`config.mk`:
```
export PLATFORM = sky130hd
export DESIGN_NAME = dvp_pxl_dma
export DESIGN_NICKNAME = d
export VERILOG_FILES = /design/src/rtl/dvp_pxl_dma.sv
export SDC_FILE = /design/constraint.sdc
export NUM_CORES = 1
export LEC_CHECK = 0
export ABC_AREA = 1
export CAP_MARGIN = 20
export CELL_PAD_IN_SITES_DETAIL_PLACEMENT = 0
export CELL_PAD_IN_SITES_GLOBAL_PLACEMENT = 2
export CORE_ASPECT_RATIO = 1.1
export CORE_MARGIN = 4
export CORE_UTILIZATION = 25
export CTS_BUF_LIST = sky130_fd_sc_hd__clkbuf_8
export CTS_CLUSTER_DIAMETER = 100
export CTS_CLUSTER_SIZE = 40
export DETAILED_ROUTE_END_ITERATION = 16
export PLACE_DENSITY_LB_ADDON = 0.1
export SKIP_CTS_REPAIR_TIMING = 1
export SYNTH_ARGS = -nofsm -noshare
export SYNTH_HDL_FRONTEND = slang
export SYNTH_SLANG_ARGS = --single-unit
```
`constraint.sdc`:
```
create_clock -name clk -period 4 [get_ports clk]
set_input_delay 0.4 -clock clk [delete_from_list [all_inputs] [get_ports clk]]
set_output_delay 0.4 -clock clk [all_outputs]
set_load 0.01 [all_outputs]
```
`src/rtl/dvp_pxl_dma.sv`:
```
// DVP pixel FIFO to memory AXI4 write-only burst master.
// Build option: DVP_DMA_ABORT_ON_ERR_EN ends the frame on a non-OKAY BRESP.
module dvp_pxl_dma #(
    parameter int DATA_W           = 32,
    parameter int ADDR_W           = 32,
    parameter int MST_ID_W         = 5,
    parameter int TRANS_DATA_LEN_W = 8,
    parameter int TRANS_RESP_W     = 2,
    parameter int DMA_ID           = 0,
    parameter int BURST_LEN        = 16,
    parameter int FRAME_WORDS      = 38400,
    parameter int FIFO_LVL_W       = 6
) (
    input  logic                        clk,
    input  logic                        rst_n,
    input  logic [31:0]                 dvp_conf_i,
    input  logic [ADDR_W-1:0]           pxl_mem_base_i,
    input  logic [DATA_W-1:0]           fifo_data_i,
    input  logic [FIFO_LVL_W-1:0]       fifo_lvl_i,
    output logic                        fifo_rd_o,
    output logic [MST_ID_W-1:0]         m_awid_o,
    output logic [ADDR_W-1:0]           m_awaddr_o,
    output logic [TRANS_DATA_LEN_W-1:0] m_awlen_o,
    output logic                        m_awvalid_o,
    input  logic                        m_awready_i,
    output logic [DATA_W-1:0]           m_wdata_o,
    output logic                        m_wlast_o,
    output logic                        m_wvalid_o,
    input  logic                        m_wready_i,
    input  logic [TRANS_RESP_W-1:0]     m_bresp_i,
    input  logic                        m_bvalid_i,
    output logic                        m_bready_o,
    output logic                        busy_o,
    output logic                        frame_done_o,
    output logic                        err_o
);

    localparam int BYTES = DATA_W / 8;
    localparam int AL_W  = $clog2(BURST_LEN * BYTES);
    localparam int SH    = $clog2(BYTES);
    localparam int WC_W  = $clog2(FRAME_WORDS + 1);
    localparam int BL_W  = $clog2(BURST_LEN + 1);

    typedef enum logic [2:0] {IDLE, WAIT, AW, W, B} state_t;

    state_t                      state_q, state_d;
    logic [ADDR_W-1:0]           addr_q, base_al;
    logic [WC_W-1:0]             word_cnt_q, word_nxt;
    logic [BL_W-1:0]             beats_q, beats_c, beat_cnt_q;
    logic [TRANS_DATA_LEN_W-1:0] awlen_q;
    logic [31:0]                 remain;
    logic en, cont, fifo_ok, aw_hs, w_hs, b_hs;
    logic last_beat, bad, frame_end, abort, start_ok, err_q;
    logic unused;

    assign en       = dvp_conf_i[0];
    assign cont     = dvp_conf_i[1];
    assign unused   = ^{dvp_conf_i[31:2], pxl_mem_base_i[AL_W-1:0]};
    // Burst-size alignment keeps every burst inside one 4 KB page.
    assign base_al  = {pxl_mem_base_i[ADDR_W-1:AL_W], {AL_W{1'b0}}};
    assign remain   = 32'(FRAME_WORDS) - 32'(word_cnt_q);
    assign beats_c  = (remain >= 32'(BURST_LEN)) ? BL_W'(BURST_LEN)
                                                 : BL_W'(remain);
    assign fifo_ok  = 32'(fifo_lvl_i) >= 32'(beats_c);
    assign aw_hs    = (state_q == AW) && m_awready_i;
    assign w_hs     = (state_q == W) && m_wready_i;
    assign b_hs     = (state_q == B) && m_bvalid_i;
    assign last_beat = beat_cnt_q == beats_q - BL_W'(1);
    assign bad      = m_bresp_i != '0;
    assign word_nxt = word_cnt_q + WC_W'(beats_q);
    assign frame_end = word_nxt == WC_W'(FRAME_WORDS);

`ifdef DVP_DMA_ABORT_ON_ERR_EN
    logic lock_q;

    assign abort    = b_hs && bad;
    assign start_ok = !lock_q;

    // Held after an aborted frame until enable is seen low.
    always_ff @(posedge clk or negedge rst_n) begin
        if (!rst_n)      lock_q <= 1'b0;
        else if (abort)  lock_q <= 1'b1;
        else if (!en)    lock_q <= 1'b0;
    end
`else
    assign abort    = 1'b0;
    assign start_ok = 1'b1;
`endif

    always_ff @(posedge clk or negedge rst_n) begin
        if (!rst_n) state_q <= IDLE;
        else        state_q <= state_d;
    end

    always_comb begin
        state_d = state_q;
        unique case (state_q)
            IDLE: if (en && start_ok) state_d = WAIT;
            WAIT: begin
                if (!en)          state_d = IDLE;
                else if (fifo_ok) state_d = AW;
            end
            AW:   if (m_awready_i) state_d = W;
            W:    if (m_wready_i && last_beat) state_d = B;
            B: begin
                if (m_bvalid_i) begin
                    if (abort)          state_d = IDLE;
                    else if (frame_end) state_d = (en && cont) ? WAIT : IDLE;
                    else                state_d = en ? WAIT : IDLE;
                end
            end
            default: state_d = IDLE;
        endcase
    end

    always_ff @(posedge clk or negedge rst_n) begin
        if (!rst_n) begin
            addr_q     <= '0;
            word_cnt_q <= '0;
            beats_q    <= '0;
            beat_cnt_q <= '0;
            awlen_q    <= '0;
            err_q      <= 1'b0;
        end else begin
            if (state_q == IDLE && en && start_ok) begin
                addr_q     <= base_al;
                word_cnt_q <= '0;
                err_q      <= 1'b0;
            end
            if (state_q == WAIT && en && fifo_ok) begin
                beats_q <= beats_c;
                awlen_q <= TRANS_DATA_LEN_W'(beats_c - BL_W'(1));
            end
            if (aw_hs) beat_cnt_q <= '0;
            if (w_hs)  beat_cnt_q <= beat_cnt_q + BL_W'(1);
            if (b_hs) begin
                if (bad) err_q <= 1'b1;
                // Continuous mode picks up the base as it is now.
                if (frame_end && en && cont && !abort) begin
                    addr_q     <= base_al;
                    word_cnt_q <= '0;
                end else begin
                    word_cnt_q <= word_nxt;
                    addr_q     <= addr_q + (ADDR_W'(beats_q) << SH);
                end
            end
        end
    end

    assign m_awid_o     = MST_ID_W'(DMA_ID);
    assign m_awaddr_o   = addr_q;
    assign m_awlen_o    = awlen_q;
    assign m_awvalid_o  = state_q == AW;
    assign m_wvalid_o   = state_q == W;
    assign m_wdata_o    = m_wvalid_o ? fifo_data_i : '0;
    assign m_wlast_o    = m_wvalid_o && last_beat;
    assign fifo_rd_o    = m_wvalid_o && m_wready_i;
    assign m_bready_o   = state_q == B;
    assign busy_o       = state_q != IDLE;
    assign frame_done_o = b_hs && frame_end && !abort;
    assign err_o        = err_q;

endmodule

```
==> impl_metrics.py, run 1 <==
metrics = {
    "status": {
        "status": "complete, no violations",
    },
    "power": {
        "internal_power_mw": 2.36,
        "seq_power_share": 0.276,
        "combPwrFrac": 0.554,
        "powerDensity_mw_per_mm2": 534,
        "clkPwrFrac": 0.170,
        "switching_share": 0.462,
        "irDropWorstVdd_mv": 0.251,
        "p_switching_mw": 2.03,
        "p_leak_nw": 4.05,
        "power_mw": 4.38,
    },
    "cells_and_area": {
        "diodes": 0,
        "nNetsFinal": 1265,
        "drive_above_1_share": 0.0764,
        "fillCellCount": 2761,
        "syn2layout_area_growth_pct": 33.4,
        "final_area_mm2": 0.00820,
        "final_util": 0.343,
    },
    "global_route": {
        "antenna_found_initial": 0,
        "grt_util_met3": 0.0241,
        "grt_max_degree": 67,
        "busiest_layer": "met2",
        "grt_pass1_wl_um": 36100,
        "grt_pass1_vias": 6663,
        "grt_usage": 0.167,
        "grt_use_met2": 0.309,
        "grt_overflow": 0,
        "use_met1": 0.200,
    },
    "routing": {
        "avgRoutedWirePerCell_um": 15.6,
        "drtIter0Drc": 279,
        "routed_via_density": 4.49,
        "routed_wl_um": 22500,
        "drc": 0,
        "num_vias": 6490,
        "postRouteAntennaNets": 0,
        "drt_pass1_iterations": 4,
    },
    "synth": {
        "synth_top_flop_cell": "dfrtp_1",
        "synth.distinct_cells": 47,
        "ys_ff_latch": 66,
        "yosysSeqAreaShare": 0.269,
        "synthArstFlopShare": 1.00,
        "yosysWarningCount": 0,
        "synthesis.area_mm2": 0.00615,
        "synth.avg_cell_area_um2": 6.24,
        "synth-edff-count": 0,
        "synthCells": 985,
    },
    "sta": {
        "max_slew.worst_pin.slew_ns": 0.948,
        "period_share": 0.931,
        "rsz0062_at_grt": "no",
        "finalHoldWorstSlack_ns": 0.152,
        "finalSetupTns_ns": 0,
        "fmax_mhz": 269,
        "setup_violations": 0,
        "fin_skew_ns": 0.0143,
        "slew_viol_final": 0,
        "worst_slew_margin_rel": 0.368,
        "fin_crit_ns": 3.72,
        "hold_viol_final": 0,
    },
    "cts": {
        "path_clk_slew_ns": 0.09,
        "cts-root-buf": "clkbuf_8",
        "clock_latency_ns": 0.38,
        "cts_buffers": 9,
        "cts_htree_levels": 3,
        "clock_sinks": 66,
        "cts_tree": "done",
        "cts_buffer_depth": 2,
    },
    "critical_path": {
        "slowest_delay_ns": 0.58,
        "cp_num_buf_inv": 1,
        "r2r-start": "word_cnt_q[1]$_DFFE_PN0P_",
        "startpoint_type": "register",
        "r2r_cells": 23,
        "cp-end-kind": "output pin",
        "path_class": "reg2out",
        "path_cells": "ha_1 > fa_1 > nand3_1 > nand2_1 > nand2_1 > nand2_1 > nand2_1 > nand2_1 > nor2_1 > nand2_1 > nor2_4 > nand2_1 > nor2_1 > clkdlybuf4s50_1",
        "r2r-end": "m_awlen_o[3]$_DFFE_PN0P_",
        "cpLargestDelayFamily": "simple AND/OR/NAND/NOR gates",
        "path_common_cell": "nand2_1",
        "cp_max_fo": 6,
        "reg2reg_slack_ns": 0.44,
        "cp.required_ns": 3.60,
        "cp.arrival_ns": 3.32,
        "cpMaxStageDelayCell": "clkdlybuf4s50_1",
    },
    "floorplan": {
        "die_w_um": 158,
        "io_pins": 194,
        "num_rows": 59,
        "dieArea_mm2": 0.0272,
        "start_util": 0.257,
        "core_area_mm2": 0.0239,
        "die_h_um": 173,
    },
    "place": {
        "port_buffers": 150,
        "routabilityCongestion": 0.828,
        "placed_cell_area_mm2": 0.00793,
        "hpwlAfterDp_um": 17800,
    },
    "hold_path": {
        "holdCritPathClass": "in2async",
    },
    "run": {
        "drv_cap": 0,
    },
}
worst register-to-register path, cell delays in order (launching register included):
cell and delay, ns:
dfrtp_1 0.44, inv_1 0.14, ha_1 0.22, nand2_1 0.08
nor2_2 0.18, nand2_1 0.08, nand2_1 0.11, inv_1 0.05
nor3_1 0.14, nand4_1 0.10, nor3_1 0.18, nand3_2 0.16
inv_2 0.13, nand2_1 0.06, ha_1 0.28, a21o_1 0.18
a211oi_2 0.23, nand3_1 0.10, nand2_1 0.13, clkinvlp_4 0.17
nand2_1 0.10, inv_1 0.06, nand2_1 0.07, nand3_1 0.07
synth_stat cells (4+ instances only):
cell | n | area, um^2
a21oi_1 | 13 | 65.1
buf_4 | 11 | 82.6
clkbuf_1 | 11 | 41.3
dfrtp_1 | 66 | 1650
ha_1 | 20 | 250
inv_1 | 143 | 537
inv_2 | 10 | 37.5
nand2_1 | 296 | 1110
nand2_2 | 24 | 150
nand3_1 | 121 | 606
nand4_1 | 18 | 113
nor2_1 | 109 | 409
nor2_2 | 5 | 31.3
nor2_4 | 4 | 45.0
nor3_1 | 11 | 55.1
nor4_1 | 4 | 25.0
o21ai_0 | 20 | 100
o22ai_1 | 13 | 81.3
xnor2_1 | 18 | 158
xor2_1 | 22 | 193
power groups by stage:
stage | clock network (mW) | registers [mW] | logic (mW)
final | 0.745 | 1.21 | 2.43
after global placement | 0 | 1.23 | 2.46
after detailed placement | 0 | 1.23 | 2.46
after floorplan | 0 | 1.19 | 1.41
after global routing | 0.793 | 1.26 | 2.73
after CTS | 0.771 | 1.22 | 2.47
stage by stage:
| stage | instances | setup WS, ns |
|---|---|---|
| 2_1_floorplan | 991 | 0.818 |
| 3_3_place_gp | 1427 | 0.261 |
| 3_5_place_dp | 1427 | 0.212 |
| 4_1_cts | 1443 | 0.172 |
| 5_1_grt | 1444 | 0.0172 |
| 6_report | 1444 | 0.278 |
routing by layer:
metal	wire (um)	vias up
met5	0	-
met4	395	0
met3	568	27
met2	11900	106
met1	9630	2970
li1	-	3387
cell usage in the layout (no fill, tap or decap), types with 2 or more instances in the layout:
| cell | instances |
|---|---|
| nand3b_1 | 3 |
| nor2_2 | 6 |
| dfrtp_1 | 66 |
| xnor2_1 | 18 |
| nand2_1 | 296 |
| nor3b_1 | 2 |
| inv_1 | 143 |
| conb_1 | 7 |
| xor2_1 | 22 |
| fa_1 | 2 |
| ha_1 | 20 |
| nor3_1 | 11 |
| a21oi_1 | 13 |
| and2_1 | 2 |
| nand3_1 | 120 |
| o21ai_1 | 3 |
| o211ai_1 | 3 |
| clkdlybuf4s50_1 | 149 |
| inv_2 | 10 |
| nand4_1 | 18 |
| nor4_1 | 4 |
| nor2_4 | 4 |
| clkinv_4 | 3 |
| bufinv_16 | 3 |
| clkbuf_8 | 9 |
| nor2_1 | 108 |
| nor3_2 | 2 |
| nand2_2 | 24 |
| o21ai_0 | 20 |
| o22ai_1 | 13 |
| buf_4 | 15 |
| nand3_2 | 4 |
layout make-up:
cell class	instances	area [um^2]	area share
multi-input combinational	738	3730	0.455
sequential	66	1650	0.201
timing repair buffer	164	1600	0.196
inverter	155	586	0.0714
tap	305	382	0.0465
clock inverter	7	125	0.0153
clock buffer	9	124	0.0151
worst max path at each step:
stage / start / endpoint / depth (start not counted)
final: beats_q[0]$_DFFE_PN0P_ / frame_done_o / 14
after CTS: word_cnt_q[1]$_DFFE_PN0P_ / m_awlen_o[3]$_DFFE_PN0P_ / 23
after global routing: beats_q[0]$_DFFE_PN0P_ / frame_done_o / 14
after global placement: word_cnt_q[0]$_DFFE_PN0P_ / m_awlen_o[3]$_DFFE_PN0P_ / 23
after floorplan: word_cnt_q[0]$_DFFE_PN0P_ / m_awlen_o[3]$_DFFE_PN0P_ / 22
after detailed placement: word_cnt_q[0]$_DFFE_PN0P_ / m_awlen_o[3]$_DFFE_PN0P_ / 23
registers in the layout, summed over array words and instances, names as in the netlist:
| register | flops |
|---|---|
| beats_q | 5 |
| m_awaddr_o | 30 |
| err_o | 1 |
| m_awlen_o | 6 |
| beat_cnt_q | 5 |
| word_cnt_q | 16 |
| state_q | 3 |
cells by family (layout without fill, tap and decap cells):
logic type | count (synthesis) | count (layout) | synth area share
AOI/OAI and AO/OA | 61 | 61 | 0.0582
and+or+nand+nor | 608 | 608 | 0.438
buffers and inverters | 187 | 335 | 0.130
xor gates and xnor gates | 40 | 40 | 0.0570
DFF | 66 | 66 | 0.269
other | 1 | 7 | 0.000610
adders and majority gates | 22 | 22 | 0.0472
Power figures use the tool's default switching activity.
==> inputs of run 2 (changes only) <==
- SETUP_SLACK_MARGIN: not set -> 0.4
==> impl_metrics.py, run 2 (synthesis results as in run 1) <==
metrics = {
    "status": {
        "status": "complete, no violations",
    },
    "critical_path": {
        "r2r-end": "m_awlen_o[3]$_DFFE_PN0P_",
        "slowest_delay_ns": 0.42,
        "crit_cells": 24,
        "r2r_cells": 24,
        "r2r-start": "word_cnt_q[0]$_DFFE_PN0P_",
        "cp_max_fo": 7,
        "reg2reg_slack_ns": 0.59,
        "cp_num_buf_inv": 6,
        "startpoint_type": "register",
        "crit_start": "word_cnt_q[0]$_DFFE_PN0P_",
        "path_class": "reg2reg",
        "cpLargestDelayFamily": "simple AND/OR/NAND/NOR gates",
        "cp.arrival_ns": 3.68,
        "path_common_cell": "nand2_1",
        "crit_end": "m_awlen_o[3]$_DFFE_PN0P_",
        "cpMaxStageDelayCell": "dfrtp_1",
        "cp.required_ns": 4.26,
        "cp-end-kind": "register",
        "path_cells": "inv_2 > ha_4 > nand2_1 > nor2_4 > buf_4 > nand2_1 > nor2_1 > nor2_1 > inv_1 > nand2_1 > nor3_2 > nand3_2 > inv_4 > nand2_2 > ha_4 > a21o_1 > a211oi_2 > nand3_1 > nand2_2 > clkinvlp_4 > nand2_1 > inv_1 > nand2_1 > nand3_1",
    },
    "sta": {
        "max_slew.worst_pin.slew_ns": 0.970,
        "fin_crit_ns": 3.41,
        "fmax_mhz": 293,
        "fin_skew_ns": 0.0151,
        "finalHoldWorstSlack_ns": 0.154,
        "rsz0062_at_grt": "yes",
        "hold_viol_final": 0,
        "setup_violations": 0,
        "period_share": 0.853,
        "finalSetupTns_ns": 0,
        "layout_setup_ws_ns": 0.586,
        "worst_slew_margin_rel": 0.353,
        "slew_viol_final": 0,
    },
    "floorplan": {
        "core_area_mm2": 0.0239,
        "start_util": 0.257,
        "dieArea_mm2": 0.0272,
        "die_w_um": 158,
        "io_pins": 194,
        "num_rows": 59,
        "die_h_um": 173,
    },
    "cts": {
        "path_clk_slew_ns": 0.08,
        "cts_buffer_depth": 2,
        "clock_latency_ns": 0.38,
        "cts_htree_levels": 3,
        "cts_buffers": 9,
        "cts_tree": "done",
        "clock_sinks": 66,
        "cts-root-buf": "clkbuf_8",
    },
    "place": {
        "dp_cells": 1427,
        "dpl_worst_slack_ns": 0.212,
        "port_buffers": 150,
        "placed_cell_area_mm2": 0.00793,
        "hpwlAfterDp_um": 17800,
        "routabilityCongestion": 0.828,
    },
    "cells_and_area": {
        "diodes": 0,
        "final_common_cell": "nand2_1",
        "final_cell_mix": "nand2_1 (290), clkdlybuf4s50_1 (148), inv_1 (141), nand3_1 (120), nor2_1 (107)",
        "drive_above_1_share": 0.112,
        "ff_latch_area_mm2": 0.00166,
        "final-instance-count-excl-fill": 1459,
        "final_util": 0.352,
        "syn2layout_area_growth_pct": 37.0,
        "largest_reg_flops": 30,
        "final_area_mm2": 0.00843,
        "multi_input_area_mm2": 0.00382,
        "fillCellCount": 2741,
        "nNetsFinal": 1280,
    },
    "routing": {
        "drc": 0,
        "avgRoutedWirePerCell_um": 15.6,
        "drt_pass1_iterations": 4,
        "postRouteAntennaNets": 0,
        "drtIter0Drc": 243,
        "routed_via_density": 4.48,
        "num_vias": 6538,
        "routed_wl_um": 22700,
    },
    "global_route": {
        "grt_overflow": 0,
        "grt_max_degree": 67,
        "grt_pass1_wl_um": 36100,
        "grt_pass1_vias": 6663,
        "antenna_found_initial": 0,
        "grt_usage": 0.167,
    },
    "power": {
        "powerDensity_mw_per_mm2": 532,
        "p_leak_nw": 4.13,
        "irDropWorstVdd_mv": 0.251,
        "power_mw": 4.49,
    },
    "hold_path": {
        "holdCritPathClass": "in2async",
    },
    "run": {
        "drv_cap": 0,
    },
}
==> run 2: changes by cell type in the layout (fill, tap and decap cells not counted), sizes merged <==
cell,before,now
buf,15,30
clkdlybuf4s50,149,148
dlymetal6s2s,0,1
==> run 2: how the worst min path moves through the flow <==
| stage | start | endpoint | slack [ns] |
|---|---|---|---|
| 2_1_floorplan | rst_n | beat_cnt_q[0]$_DFFE_PN0P_ | 0.10 |
| 3_3_place_gp | m_awlen_o[2]$_DFFE_PN0P_ | m_awlen_o[2]$_DFFE_PN0P_ | 0.46 |
| 3_5_place_dp | m_awlen_o[2]$_DFFE_PN0P_ | m_awlen_o[2]$_DFFE_PN0P_ | 0.47 |
| 4_1_cts | rst_n | m_awlen_o[4]$_DFFE_PN0P_ | 0.20 |
| 5_1_grt | rst_n | word_cnt_q[13]$_DFFE_PN0P_ | 0.22 |
| 6_report | rst_n | word_cnt_q[13]$_DFFE_PN0P_ | 0.15 |
==> run 2: worst reg2reg max path, delay by kind of cell, from the launching register on <==
kind	cells	cell delay, ns
AND/OR/NAND/NOR	14	1.42
buffers and inverters	6	0.68
AO/OA/AOI/OAI	2	0.43
flip-flops	1	0.42
adder cells (fa/ha/maj)	2	0.37
==> run 2: where the power goes <==
part           total [mW]  internal [mW]  switching, mW
sequential           1.22          0.879          0.338
clock               0.745          0.420          0.325
combinational        2.53           1.12           1.40
==> run 2: cell type report <==
| type | instances | share of cell area |
|---|---|---|
| multi-input combinational | 738 | 0.453 |
| sequential | 66 | 0.197 |
| tap | 305 | 0.0453 |
| timing repair buffer | 179 | 0.205 |
| clock buffer | 9 | 0.0147 |
| clock inverter | 7 | 0.0148 |
| inverter | 155 | 0.0701 |
==> run 2: layer usage <==
metal,track usage,part of all wire,wire length [um]
met2,0.309,0.53,12000
met5,0,0,0
met4,0.0434,0.017,397
met1,0.200,0.43,9840
met3,0.0241,0.022,490
==> inputs of run 3 (changes only) <==
- CELL_PAD_IN_SITES_DETAIL_PLACEMENT: 0 -> not set
- CELL_PAD_IN_SITES_GLOBAL_PLACEMENT: 2 -> not set
- CORE_UTILIZATION: 25 -> 49
- PLACE_DENSITY: not set -> 0.84
- PLACE_DENSITY_LB_ADDON: 0.1 -> not set
==> impl_metrics.py, run 3 (synthesis results as in run 1) <==
metrics = {
    "floorplan": {
        "die_w_um": 115,
        "start_util": 0.507,
        "die_h_um": 126,
        "core_area_mm2": 0.0121,
        "num_rows": 42,
        "io_pins": 194,
        "dieArea_mm2": 0.0144,
    },
    "run": {
        "drv_cap": 0,
    },
    "sta": {
        "layout_setup_ws_ns": 0.666,
        "fmax_mhz": 300,
        "finalHoldWorstSlack_ns": 0.119,
        "fin_skew_ns": 0.0152,
        "slew_viol_final": 0,
        "hold_viol_final": 0,
        "max_slew.worst_pin.slew_ns": 0.816,
        "setup_violations": 0,
        "worst_slew_margin_rel": 0.455,
        "fin_crit_ns": 3.33,
        "period_share": 0.834,
        "finalSetupTns_ns": 0,
        "rsz0062_at_grt": "no",
    },
    "routing": {
        "drtIter0Drc": 539,
        "avgRoutedWirePerCell_um": 14.1,
        "routed_wl_um": 18300,
        "drc": 0,
        "routed_via_density": 5.14,
        "num_vias": 6650,
        "postRouteAntennaNets": 0,
        "drt_pass1_iterations": 6,
    },
    "cts": {
        "cts_tree": "done",
        "clock_latency_ns": 0.37,
        "cts_buffer_depth": 2,
        "path_clk_slew_ns": 0.08,
        "cts_htree_levels": 3,
        "cts_buffers": 9,
        "clock_sinks": 66,
        "cts-root-buf": "clkbuf_8",
    },
    "power": {
        "internal_power_mw": 2.29,
        "clkPwrFrac": 0.152,
        "seq_power_share": 0.284,
        "power_mw": 4.26,
        "combPwrFrac": 0.564,
        "switching_share": 0.462,
        "powerDensity_mw_per_mm2": 530,
        "p_switching_mw": 1.97,
        "irDropWorstVdd_mv": 0.422,
        "p_leak_nw": 4.05,
    },
    "global_route": {
        "grt_use_met2": 0.433,
        "grt_max_degree": 35,
        "grt_usage": 0.255,
        "grt_pass1_vias": 6385,
        "grt_pass1_wl_um": 30000,
        "grt_overflow": 0,
        "grt_util_met3": 0.0401,
        "antenna_found_initial": 0,
        "busiest_layer": "met2",
        "use_met1": 0.325,
    },
    "critical_path": {
        "cp_max_fo": 7,
        "path_class": "reg2reg",
        "r2r-end": "beats_q[4]$_DFFE_PN0P_",
        "crit_start": "word_cnt_q[0]$_DFFE_PN0P_",
        "cp-end-kind": "register",
        "cp.arrival_ns": 3.60,
        "cp.required_ns": 4.26,
        "startpoint_type": "register",
        "r2r-start": "word_cnt_q[0]$_DFFE_PN0P_",
        "r2r_cells": 22,
        "reg2reg_slack_ns": 0.67,
    },
    "status": {
        "status": "complete, no violations",
    },
    "cells_and_area": {
        "nNetsFinal": 1267,
        "final_cell_mix": "nand2_1 (295), clkdlybuf4s50_1 (148), inv_1 (143), nand3_1 (120), nor2_1 (106)",
        "largest_reg_flops": 30,
        "final_common_cell": "nand2_1",
        "syn2layout_area_growth_pct": 30.6,
        "diodes": 0,
        "fillCellCount": 1119,
        "drive_above_1_share": 0.0868,
        "final_util": 0.662,
    },
    "place": {
        "dpl_worst_slack_ns": 0.326,
        "routabilityCongestion": 0.979,
        "hpwlAfterDp_um": 13700,
        "port_buffers": 150,
    },
    "hold_path": {
        "holdCritPathClass": "in2async",
    },
}
## run 3: cell types whose count changed in the layout (fill, tap and decap cells not counted), sizes merged
| cell | before | now |
|---|---|---|
| buf | 30 | 17 |
| clkinv | 4 | 2 |
| clkinvlp | 1 | 3 |
| bufinv | 3 | 2 |
| inv | 154 | 155 |
## run 3: metrics by stage
stage,cells,cell area [um^2]
after global routing,1295,8030
after floorplan,991,6170
after detailed placement,1271,7700
final,1295,8030
after CTS,1287,7920
after global placement,1271,7700
## run 3: cell type report
class	count	area (um^2)	area share
clock buffers	9	124	0.0154
clock inverters	7	92.6	0.0115
inverters	155	586	0.0729
multi-input cells	738	3760	0.468
flip-flops and latches	66	1660	0.206
well taps	154	193	0.0240
repair buffers	166	1620	0.202
## run 3: critical path, cell delays in order, from the launching register on
cell	delay, ns
dfrtp_1	0.44
inv_2	0.11
ha_2	0.20
nand2_1	0.09
nor2_4	0.13
nand2_1	0.06
nand2_1	0.09
inv_1	0.04
nor3_1	0.12
nand4_1	0.13
nor3_2	0.14
nand3_2	0.14
inv_2	0.11
nand2_1	0.06
ha_1	0.28
a21o_1	0.18
a211oi_2	0.23
nand3_1	0.12
nand2_2	0.11
clkinvlp_4	0.14
buf_4	0.16
nor2_1	0.08
nor2_1	0.06
## run 3: worst max-delay path by stage
stage	end	slack [ns]	cells after the start
floorplan	m_awlen_o[3]$_DFFE_PN0P_	0.82	22
global placement	m_awlen_o[3]$_DFFE_PN0P_	0.43	23
detailed placement	m_awlen_o[3]$_DFFE_PN0P_	0.33	23
CTS	m_awlen_o[3]$_DFFE_PN0P_	0.27	23
global route	m_awlen_o[6]$_DFFE_PN0P_	0.41	23
finish	beats_q[4]$_DFFE_PN0P_	0.67	22
## run 3: power groups by stage
stage	logic [mW]	clock network (mW)	registers, mW
6_report	2.40	0.645	1.21
5_1_grt	2.70	0.676	1.25
4_1_cts	2.33	0.646	1.20
3_5_place_dp	2.32	0	1.20
3_3_place_gp	2.28	0	1.20
2_1_floorplan	1.41	0	1.19
## run 3: layer usage
| layer | vias to the layer above | wire (um) |
|---|---|---|
| li1 | 3382 | - |
| met3 | 41 | 967 |
| met5 | - | 0 |
| met4 | 0 | 537 |
| met1 | 2998 | 7590 |
| met2 | 229 | 9170 |
